--- src/rtl/cdc_sync_pkg.sv ---
// +----------------------------------------------------------------------------+
// | cdc_sync_pkg : shared constants and helpers for cdc_sync_filter            |
// | Rev 1.0                                                                    |
// +----------------------------------------------------------------------------+
`default_nettype none

package cdc_sync_pkg;

   localparam int C_STAGES_DEF = 2;
   localparam int C_FILTER_DEF = 4;

   // The counter never has to hold G_FILTER itself, only up to G_FILTER-1.
   function automatic int cnt_width(input int filter);
      return (filter <= 2) ? 1 : $clog2(filter);
   endfunction

endpackage

`default_nettype wire

--- src/rtl/sync_filter_ch.sv ---
// +----------------------------------------------------------------------------+
// | sync_filter_ch : one channel of synchroniser, debounce filter, edge pulses |
// | and sticky glitch flag; edge pulses built only with CDC_SYNC_EDGE_EN.      |
// | Rev 1.0                                                                    |
// +----------------------------------------------------------------------------+
`default_nettype none

module sync_filter_ch
   import cdc_sync_pkg::*;
#(
   parameter int   G_STAGES  = C_STAGES_DEF,
   parameter int   G_FILTER  = C_FILTER_DEF,
   parameter logic G_RST_VAL = 1'b0
) (
   input  logic i_clk,
   input  logic i_rst,
   input  logic i_async,
   input  logic i_glitch_clr,
   output logic o_level,
   output logic o_rise,
   output logic o_fall,
   output logic o_glitch
);

   localparam int              C_CW      = cnt_width(G_FILTER);
   localparam logic [C_CW-1:0] C_CNT_MAX = C_CW'(G_FILTER - 1);

   (* ASYNC_REG = "TRUE", SHREG_EXTRACT = "NO" *)
   logic [G_STAGES-1:0] sync_q;
   logic [G_STAGES-1:0] sync_d;
   logic [C_CW-1:0]     cnt_q, cnt_d;
   logic                level_q, level_d;
   logic                glitch_q, glitch_d;
   logic                sync;

   assign sync = sync_q[G_STAGES-1];

   always_comb begin
      sync_d   = {sync_q[G_STAGES-2:0], i_async};
      level_d  = level_q;
      cnt_d    = cnt_q;
      glitch_d = glitch_q & ~i_glitch_clr;
      if (sync == level_q) begin
         cnt_d = '0;
         // A non-zero count here means the input moved and came back early.
         if (cnt_q != '0) begin
            glitch_d = 1'b1;
         end
      end else if (cnt_q == C_CNT_MAX) begin
         level_d = sync;
         cnt_d   = '0;
      end else begin
         cnt_d = cnt_q + C_CW'(1);
      end
   end

   always_ff @(posedge i_clk) begin
      if (i_rst) begin
         sync_q   <= {G_STAGES{G_RST_VAL}};
         level_q  <= G_RST_VAL;
         cnt_q    <= '0;
         glitch_q <= 1'b0;
      end else begin
         sync_q   <= sync_d;
         level_q  <= level_d;
         cnt_q    <= cnt_d;
         glitch_q <= glitch_d;
      end
   end

   assign o_level  = level_q;
   assign o_glitch = glitch_q;

`ifdef CDC_SYNC_EDGE_EN
   logic rise_q, rise_d;
   logic fall_q, fall_d;

   always_comb begin
      rise_d = (level_d != level_q) &&  level_d;
      fall_d = (level_d != level_q) && !level_d;
   end

   always_ff @(posedge i_clk) begin
      if (i_rst) begin
         rise_q <= 1'b0;
         fall_q <= 1'b0;
      end else begin
         rise_q <= rise_d;
         fall_q <= fall_d;
      end
   end

   assign o_rise = rise_q;
   assign o_fall = fall_q;
`else
   assign o_rise = 1'b0;
   assign o_fall = 1'b0;
`endif

endmodule

`default_nettype wire

--- src/rtl/cdc_sync_filter.sv ---
// +----------------------------------------------------------------------------+
// | cdc_sync_filter : multi-channel level synchroniser with debounce filter.   |
// | Channels are independent; never pass multi-bit buses. Macro: CDC_SYNC_EDGE_EN |
// | Rev 1.0                                                                    |
// +----------------------------------------------------------------------------+
`default_nettype none

module cdc_sync_filter
   import cdc_sync_pkg::*;
#(
   parameter int                    G_CHANNELS = 4,
   parameter int                    G_STAGES   = C_STAGES_DEF,
   parameter int                    G_FILTER   = C_FILTER_DEF,
   parameter logic [G_CHANNELS-1:0] G_RST_VAL  = '0
) (
   input  logic                  i_clk,
   input  logic                  i_rst,
   input  logic [G_CHANNELS-1:0] i_async,
   input  logic [G_CHANNELS-1:0] i_glitch_clr,
   output logic [G_CHANNELS-1:0] o_level,
   output logic [G_CHANNELS-1:0] o_rise,
   output logic [G_CHANNELS-1:0] o_fall,
   output logic [G_CHANNELS-1:0] o_glitch
);

   generate
      for (genvar i = 0; i < G_CHANNELS; i++) begin : g_ch
         sync_filter_ch #(
            .G_STAGES  (G_STAGES),
            .G_FILTER  (G_FILTER),
            .G_RST_VAL (G_RST_VAL[i])
         ) u_ch (
            .i_clk        (i_clk),
            .i_rst        (i_rst),
            .i_async      (i_async[i]),
            .i_glitch_clr (i_glitch_clr[i]),
            .o_level      (o_level[i]),
            .o_rise       (o_rise[i]),
            .o_fall       (o_fall[i]),
            .o_glitch     (o_glitch[i])
         );
      end
   endgenerate

endmodule

`default_nettype wire

--- config.mk ---
export PLATFORM = sky130hd
export DESIGN_NAME = cdc_sync_filter
export DESIGN_NICKNAME = d
export VERILOG_FILES = /design/src/rtl/cdc_sync_pkg.sv /design/src/rtl/sync_filter_ch.sv /design/src/rtl/cdc_sync_filter.sv
export SDC_FILE = /design/constraint.sdc
export NUM_CORES = 1
export LEC_CHECK = 0
export ABC_AREA = 1
export CAP_MARGIN = 30
export CORE_MARGIN = 2
export CORE_UTILIZATION = 43
export DETAILED_ROUTE_END_ITERATION = 16
export PLACE_DENSITY = 0.71
export SLEW_MARGIN = 20
export SYNTH_ARGS = -nofsm -noshare
export SYNTH_HDL_FRONTEND = slang
export SYNTH_SLANG_ARGS = --single-unit
--- constraint.sdc ---
create_clock -name i_clk -period 0.8 [get_ports i_clk]
set_input_delay 0.12 -clock i_clk [delete_from_list [all_inputs] [get_ports i_clk]]
set_output_delay 0.12 -clock i_clk [all_outputs]
set_load 0.02 [all_outputs]
==> results of run 1 <==
## flip-flops by register name, summed over array words and instances, names as in the netlist
| name | count |
|---|---|
| g_ch.u_ch.cnt_q | 8 |
| g_ch.u_ch.sync_q | 8 |
| g_ch.u_ch.o_level | 4 |
| g_ch.u_ch.o_glitch | 4 |
## layer usage
layer,share of wire (%),vias up
met4,0.71,0
met1,39,371
met5,0,-
li1,-,425
met2,56,18
met3,5.0,2
## worst min-delay path by stage
stage | end | slack (ps) | cells past startpoint
4_1_cts | g_ch[2].u_ch.sync_q[0]$_SDFF_PP0_ | 300 | 3
6_report | g_ch[2].u_ch.sync_q[0]$_SDFF_PP0_ | 310 | 3
3_5_place_dp | g_ch[0].u_ch.sync_q[1]$_SDFF_PP0_ | 400 | 2
3_3_place_gp | g_ch[3].u_ch.sync_q[1]$_SDFF_PP0_ | 390 | 2
5_1_grt | g_ch[2].u_ch.sync_q[0]$_SDFF_PP0_ | 290 | 3
2_1_floorplan | g_ch[0].u_ch.sync_q[0]$_SDFF_PP0_ | 230 | 2
## cell usage in the layout (no fill, tap or decap), drive strengths merged
| cell | n |
|---|---|
| a211oi | 4 |
| a21oi | 4 |
| buf | 13 |
| bufinv | 1 |
| clkbuf | 3 |
| clkdlybuf4s50 | 9 |
| conb | 8 |
| dfxtp | 24 |
| ha | 8 |
| inv | 36 |
| nand2 | 20 |
| nand3 | 4 |
| nor2 | 24 |
## timing repair
action,in CTS,in global routing
cloned,0,0
setup endpoints to repair,24,24
gates resized for setup,103,25
pin swaps,32,13
## layout make-up
class | instances | area (sq um)
inverters | 36 | 145
repair buffers | 22 | 238
well taps | 30 | 37.5
clock buffers | 3 | 22.5
fillers | 213 | 881
flip-flops and latches | 24 | 515
clock inverters | 1 | 30.0
multi-input cells | 72 | 608
## power groups by stage
stage                     Clock [mW]  Sequential [mW]  Combinational, mW
after floorplan                    0             1.26              0.156
after global placement             0             1.27              0.185
after detailed placement           0             1.27              0.191
after CTS                      0.883             1.24              0.215
after global routing           0.929             1.24              0.262
final                          0.860             1.23              0.236
## per-stage QoR
stage / hold WS [ps] / TNS (ps)
after floorplan: 227 / -6.45
after global placement: 390 / -6630
after detailed placement: 396 / -7180
after CTS: 296 / -1580
after global routing: 288 / -2410
final: 310 / -1400
## logic make-up after synthesis
group | after synthesis | share of synthesized area (%)
flops | 24 | 42.9
other cells | 1 | 0.335
fa+ha+maj | 8 | 8.93
simple gates | 48 | 17.4
compound gates | 8 | 6.25
buf+inv | 54 | 24.2
==> results.txt, run 1 <==
- The flow ran to the end, but the final reports show violations.
- Violations in the final reports: setup timing
- Net switching is 21.7% of the power.
- Maximum clock skew at final layout: 4.93 ps
- Data arrives at the worst endpoint at between 700 and 800 ps.
- Met1 usage: 14.0%
* Area of the core: around 0.0025 sq mm
- Internal power: 1.82 mW
* Sequential Power Share: 52.9%
* R2R Setup Slk: -60 ps
- In this run the vertical extent of the chip is around 55 um.
* Setup Fix Bufs, Post-CTS: 0
- Number of cells on the critical path: 1
* Worst-path cell chain: buf_6
- The clock passes through at most 2 buffers.
- I/O pins: 26
* Post-synthesis async set-or-reset flop share: 0%
- Die area: 0.00303 sq mm
* Global-route wire length before repair: 2.99 mm
- Number of enable flip-flop cells after synthesis: 0
- CP Launch Type: register
- Post-placement cell count: 184
* Final setup fails: 22
* Largest net degree at the start of global routing: 21
* Final hold violation count: 0
- Worst Min Path Start: i_async[2]
- Worst setup endpoint: o_level[0]
- The tightest min-delay check is of the primary input to register type.
* Die X: 55.1 um
- Gpl congestion: between 0.7 and 0.8
- The endpoint identified for the worst register-to-register timing path is g_ch[3].u_ch.cnt_q[0]$_SDFF_PP0_.
* Most numerous cell in the Yosys netlist: inv_1
* Initial standard-cell utilization of the core: 45.3%
* Static leakage: 0.660 nW
- Power density normalized to cell area: 1460 mW/mm^2
- Cell count of the worst reg-to-reg path: 6
* Total non-filler cell area in the finished layout: 0.00160 sq mm
* Global route total overflow: 0
- Source-to-sink clock delay at the later pin of the worst-skew pair: 310 ps
* Required time of the worst setup path: 680 ps
- In this run the remaining antenna-violating nets after routing total 0.
- The number of max-slew violations in the final report is 0.
- The clock drives 24 sinks.
* Prevailing post-synth register cell: dfxtp_1
- Layer carrying the most global-route usage: met2
* Htree depth: 1
- The detailed router placed 816 vias in this run.
* Post-Syn Area: 0.00112 sq mm
- For met2 alone, demand over resource in global routing was ~28%.
- Estimated wirelength of the detail-placed design: between 1 and 1.5 mm
- From synthesis to final layout, the design area changed by 42.4%.
* Biggest cell delay along the critical path: 370 ps
- Prior to clock tree synthesis, the placed netlist has a worst setup slack of -286 ps.
- The initial antenna violation count is 0.
- The clock network burns 36.9% of the power.
- Final WS setup: -111 ps
- Dividing the detail-routed wire length by the instance count gives just under 10 um.
- For this run, the top clock speed supported by timing is 1100 MHz.
- Unrepaired setup endpoints after global routing: true
* Clock slew at reported path FFs: 130 ps
- After detailed routing, the number of vias per cell comes to 4.34.
- Iteration-0 DRC count of the detailed router: 6
- The worst setup path is captured at a primary output.
- By count the netlist is led by 34 x inv_1, 24 x dfxtp_1, 20 x nand2_1, 20 x nor2_1, 16 x buf_4.
- Net switching component of the power: 0.505 mW
* First element of the critical path: g_ch[0].u_ch.o_level$_SDFFE_PP0P_
- MaxCap Viol Count: 0
- Once layout is complete, the cells apart from fillers number 188.
* Number of warning messages in the yosys log: 0
* Post-synth top area cell: dfxtp_1
* Number of placement rows: 18
- Placed instance area: between 0.001 and 0.0015 sq mm
- Slowest cell on the critical path: dfxtp_2
- In this run the tool buffered the top-level ports with 17 buffer cells.
- IR analysis of the VDD net gives a maximum drop of roughly 0.0013 V.
- Once layout is complete, the utilization of the core stands at 64.4%.
- The share of synthesized area in the top cell type comes to 42.9%.
- Global routing used approximately 2.4% of the available met3 tracks.
- Number of global-route vias before repair: 798
- TritonCTS built the clock tree.
- The routed design could run at a clock period as short as 911 ps.
- Ranked by total cell area, the synthesized netlist is headed by dfxtp_1 43%, inv_1 11%, buf_4 11%, ha_1 8.9%, nand2_1 6.7%.
- The final layout contains routed wiring with a total length of 1.82 mm.
* Worst r2r src: g_ch[3].u_ch.o_level$_SDFFE_PP0P_
- At the end of the flow, the number of nets in the layout was ~180.
* TritonCTS Buffers: 3
* DRC errors left: 0
- The first TritonRoute pass finished after 4 iterations.
* Worst path top cell family by delay: flip-flops
- Synthesis instantiated 14 different standard cells from the library.
- The completed layout was analyzed and its total power is 2.33 mW.
- After synthesis, flip-flops and latches occupy 42.9% of the total area.
* Count of inserted antenna diode cells: 0
- The number of buffers and inverters on the critical path is 1.
* Final clock period utilization by the worst path: 114%
- Crit Path Class: register to primary output
* Avg Synthesized Cell Area: 7.84 sq um
* Combinational group share of total power: 10.1%
* Gate Count Post-Synth: 143
- In the final layout, the share of cells above drive strength 1 is 60.8%.
- In this run the clock root is driven by a clkbuf_4.
- Total GRT Usage: 14.2%
* Number of hold-repair buffers added at the cts stage: 0
- Register bit total from synthesis: 24
- Critical-path maximum fanout: 2
Power figures use the tool's default switching activity.
==> inputs of run 2 (changes only) <==
- CORE_UTILIZATION: 43 -> 30
- PLACE_DENSITY: 0.71 -> 0.52
==> results.txt, run 2 (synthesis gave the netlist of run 1 again) <==
- Number of placement rows: 22
- Most frequent cells in the layout: 20 x inv_1, 15 x inv_2, 14 x nor2_1
- The finished cells cover 0.00160 sq mm.
- Data arrival time of the critical path: 1060 ps
- Wirelength, routed: 1.78 mm
- Area of the core: between 0.003 and 0.004 sq mm
- The checks that failed: setup timing.
- F_max: 1170 MHz
* Die X: 65.1 um
* Sum of negative setup slack: -834 ps
- Final clock period utilization by the worst path: 107%
* Number of global-route vias before repair: between 700 and 800
- After clock tree synthesis, the clock-pin slew on the worst setup and hold paths is 80 ps.
- The pre-antenna-repair detailed-routing pass consisted of 2 iterations.
- The number of hold violations in the final report was 0.
* Final net count: 179
- TritonCTS Buffers: 3
- Maximum clock skew at final layout: 1.89 ps
- The smallest clock period supported by the final layout is computed as 857 ps.
- The worst setup path is of the register to register kind.
* Kind of end point of the critical path: register
- In the routed layout, each cell is associated on average with a via count of 3.86.
- Status: complete, but fails checks
- Relative to the synthesized area, the layout overhead comes to 42.4%.
* Smallest hold slack: 363 ps
- Total GRT Usage: 9.59%
* MaxCap Viol Count: 0
- Worst IR drop on VDD: approximately 0.00094 V
- After the first detailed-routing iteration, the DRC count stood at 13.
- DRC errors left: 0
- Setup repair after global routing could not meet its margin everywhere.
- After global routing the overflow that remains totals 0.
- Leaving out fill and tap cells, the most frequent cell in the layout is inv_1.
- The startpoint identified for the worst hold timing path is i_async[2].
- Power density normalized to cell area: 1570 mW/mm^2
- IO Port Bufs: 17
- Global-route wire length before repair: between 3 and 4 mm
* Initial standard-cell utilization of the core: 30.9%
- Root Buffer: clkbuf_8
- The repair_antennas step left the layout with diodes totalling 0.
- Clock latency on the worst-skew pair, taken at its later pin, is between 200 and 300 ps.
- CTS built an H-tree with a depth of 1.
- After layout, the worst setup slack is -56.8 ps.
- During I/O placement, the number of pins put on the boundary was 26.
- Count of placed standard cells in the final layout, fillers left out: 208
* DR vias: 803
- STA puts the critical path data required time at 1000 ps.
- Largest net degree at the start of global routing: 21
* Gpl congestion: approximately 0.73
* Die area: 0.00424 sq mm
- Worst r2r src: g_ch[0].u_ch.o_level$_SDFFE_PP0P_
* Fraction of final layout cells with drive strength greater than 1: between 50% and 60%
- The number of max-slew violations in the final report is 0.
- Static leakage: 0.664 nW
- Dividing the detail-routed wire length by the instance count gives 8.56 um.
- From bottom edge to top edge, the die measures between 60 and 70 um.
- Counting along the longest clock path gives a buffer depth of 2.
- Timing analysis after detailed placement gives a worst setup slack of -303 ps.
- First element of the critical path: g_ch[0].u_ch.o_level$_SDFFE_PP0P_
- The clock drives 24 sinks.
* Number of fill cells in the layout: approximately 370
- Final setup fails: 21
- In this run, placement finished with an instance count of 203.
- Final ANT Viol Nets: 0
- CTS tree: done
- Total power for the finished layout comes to 2.50 mW.
* Placed instance area: about 0.0013 sq mm
- Critical-path maximum fanout: 3
- The tightest min-delay check is of the primary input to register type.
- Estimated wirelength of the detail-placed design: 1.29 mm
- Number of hold-repair buffers added at the cts stage: 0
- Antenna violations before repair: 0
- Registers with the most flip-flops: g_ch.u_ch.cnt_q (8), g_ch.u_ch.sync_q (8)
- STA classifies the critical path startpoint as a register.
- At the end of the flow the core is filled with cells to a little over two fifths.
[run 2: area by class of cell]
type | instances | area [sq um] | share of cell area (%)
Clock buffer | 3 | 41.3 | 2.59
Clock inverter | 1 | 30.0 | 1.88
Inverter | 36 | 138 | 8.62
Multi-Input combinational cell | 72 | 558 | 35.0
Sequential cell | 24 | 517 | 32.4
Tap cell | 48 | 60.1 | 3.76
Timing Repair Buffer | 24 | 253 | 15.8
[run 2: metal layers]
| metal | vias to the layer above | GRT usage, % | wire length (um) |
|---|---|---|---|
| li1 | 424 | - | - |
| met1 | 354 | 11.2 | 801 |
| met2 | 21 | 16.1 | 855 |
| met3 | 4 | 2.23 | 82 |
| met4 | 0 | 5.47 | 41 |
| met5 | - | 0 | 0 |
[run 2: final timing paths]
path	slack, ps	endpoint	cells after the start
worst max-delay path	-60	g_ch[0].u_ch.cnt_q[0]$_SDFF_PP0_	6
worst min-delay path	360	g_ch[2].u_ch.sync_q[0]$_SDFF_PP0_	3
worst max register to register	-60	g_ch[0].u_ch.cnt_q[0]$_SDFF_PP0_	6
worst min register to register	400	g_ch[2].u_ch.sync_q[1]$_SDFF_PP0_	2
[run 2: report_power, final]
part	internal (mW)	switching [mW]	total (mW)
clock	0.669	0.381	1.05
sequential	1.21	0.0200	1.23
combinational	0.102	0.119	0.221
[run 2: worst max-delay path, stage by stage (launching register included)]
cell,delay (ps)
dfxtp_2,330
buf_4,140
inv_2,40
nand2_2,50
nand2_2,70
nand2_2,60
nor2_1,90
[run 2: repair_timing]
action                     4_1_cts  5_1_grt
pin swaps                       28       18
setup endpoints to repair       24       24
buffers inserted                 0        1
gates resized for setup         93       19
==> inputs of run 3 (changes only) <==
- PLACE_DENSITY: 0.52 -> 0.51
- clock period: 0.8 -> 0.9 ns (I/O delays scaled with it)
==> results.txt, run 3 (synthesis gave the netlist of run 1 again) <==
- Power comes to 2.22 mW.
* Post-place setup slack: -204 ps
* Registers with the most flip-flops: g_ch.u_ch.cnt_q (8), g_ch.u_ch.sync_q (8)
- Post-CTS timing repair inserted 0 buffers for setup.
* Status: finished, final reports clean
- Fraction of final layout cells with drive strength greater than 1: 48.7%
* Average wire per cell in the routed design: roughly 8.0 um
- Post-synthesis to final-layout area growth: 38.6%
- Kind of end point of the critical path: primary output
* Critical-path maximum fanout: 2
- Die X: 65.1 um
- Signal routing reaches up to met4.
- In this run the tool buffered the top-level ports with 17 buffer cells.
* Relative contribution of the clock network to total power: between 40% and 50%
- The critical path is of the register to primary output type.
* Combinational group share of total power: 8.5%
- Required time of the worst setup path: 760 ps
- Count of pins over their slew limit: 0
- Most frequent cells in the layout: 20 x inv_1, 20 x nor2_1, 15 x inv_2
- Total GRT Usage: 8.08%
- MaxCap Viol Count: 0
* Clock slew at reported path FFs: 80 ps
- At the end of routability-driven placement, the weighted congestion stood at 0.682.
- Area used by sequential logic in the layout: 513 sq um
* DRC errors left: 0
* Final WS setup: 28.7 ps
- The kind of cell with the highest combined delay along the critical path is flip-flops.
- Net switching is 20.7% of the power.
- Power density normalized to cell area: roughly 1400 mW/mm^2
- VDD sags by at most a little under 0.001 V.
* Final hold violation count: 0
* Source-to-sink clock delay at the later pin of the worst-skew pair: ~270 ps
* Static leakage: around 0.65 nW
* Routed length on met3: 102 um
- TritonCTS Buffers: 3
* CP Launch Type: register
* Min-delay worst type: primary input to register
- In this run the most critical hold path is launched from i_async[0].
- Global route total overflow: 0
- The slowest stage of the critical path is the dfxtp_2 cell.
- The routed design uses 840 um of met2 wire.
- Based on the critical path, the design can be clocked at up to 1150 MHz.
- Final clock period utilization by the worst path: a little over nine tenths
- After the last flow step, the layout net total stands at ~180.
* Met1 wire length: 691 um
* Total clock sinks: 24
- In this run the number of H-tree levels came out at 1.
* DR vias: approximately 790
- Post-layout minimum cycle time: 871 ps
- Global-route wire length before repair: 2.67 mm
- The signal on the critical path passes through buf_4.
- Entering global routing, the biggest net connects 21 pins.
- CTS tree: done
- Counting both buffers and inverters, the worst setup path holds a total of 1.
- Measured along the y axis, the die boundary spans 65.1 um.
- Setup violations remaining at the end of the flow were counted as 0.
- I/O pins: 26
- Smallest hold slack: 380 ps
- Estimated wirelength of the detail-placed design: 1.10 mm
- Antenna violations before repair: 0
* Area of the multi-input gates: 542 sq um
- Number of fill cells in the layout: approximately 370
- Net switching component of the power: approximately 0.46 mW
* Internal power: 1.76 mW
- Vias per cell: ~3.8
* Sum of negative setup slack: 0 ps
- TritonRoute pass-1 iters: 2
- Post-route core utilization: ~43%
- The routed design has approximately 1.7 mm of wire.
* Unrepaired setup endpoints after global routing: true
- Number of placement rows: 22
- Sequential Power Share: 49.4%
- The critical path starts at g_ch[2].u_ch.o_glitch$_SDFF_PP0_.
- Count of inserted antenna diode cells: 0
* Number of global-route vias before repair: 661
- Iteration-0 DRC count of the detailed router: 11
- Maximum clock skew at final layout: 2.56 ps
* Root Buffer: clkbuf_8
* Die area: 0.00424 sq mm
* Data arrival time of the critical path: 740 ps
- Area of the core: 0.00363 sq mm
- Maximum count of clock buffers along a single path: 2
* Initial standard-cell utilization of the core: 30.9%
* Number of hold-repair buffers added at the cts stage: 0
- In this design, the stage delay of the slowest critical-path cell is 320 ps.
- Worst r2r src: g_ch[3].u_ch.cnt_q[0]$_SDFF_PP0_
- Final ANT Viol Nets: 0
## run 3: routing by layer
metal  global-route usage (%)  vias to the layer above
met4                     2.34                        0
met1                     9.87                      344
met5                        0                        -
met2                     13.3                       19
met3                     3.08                        3
li1                         -                      420
## run 3: worst paths after layout
path / endpoint / cells past startpoint / slack (ps)
setup reg to reg: g_ch[3].u_ch.o_glitch$_SDFF_PP0_ / 5 / 30
hold / removal: g_ch[0].u_ch.sync_q[0]$_SDFF_PP0_ / 3 / 380
setup / recovery: o_glitch[2] / 1 / 30
hold reg to reg: g_ch[3].u_ch.sync_q[1]$_SDFF_PP0_ / 2 / 400
## run 3: per-stage QoR
stage / area [sq um] / instances
after floorplan: 1150 / 150
after global placement: 1290 / 202
after detailed placement: 1290 / 202
after CTS: 1360 / 206
after global routing: 1550 / 206
final: 1550 / 206
## run 3: final cells by class
class / instances / share of cell area, %
clock buffers: 3 / 2.66
clock inverters: 1 / 1.93
inverters: 36 / 8.86
multi-input cells: 72 / 34.9
flip-flops and latches: 24 / 33.0
well taps: 48 / 3.86
repair buffers: 22 / 14.8
## run 3: power groups by stage
stage	sequential, mW	combinational [mW]	clock (mW)
2_1_floorplan	1.12	0.138	0
5_1_grt	1.10	0.211	1.02
6_report	1.09	0.189	0.933
4_1_cts	1.10	0.168	0.987
3_3_place_gp	1.12	0.167	0
3_5_place_dp	1.12	0.169	0
## run 3: repair_timing
item,4_1_cts,5_1_grt
gates resized for setup,49,64
endpoints found under the setup margin,14,21
pin swaps,2,19
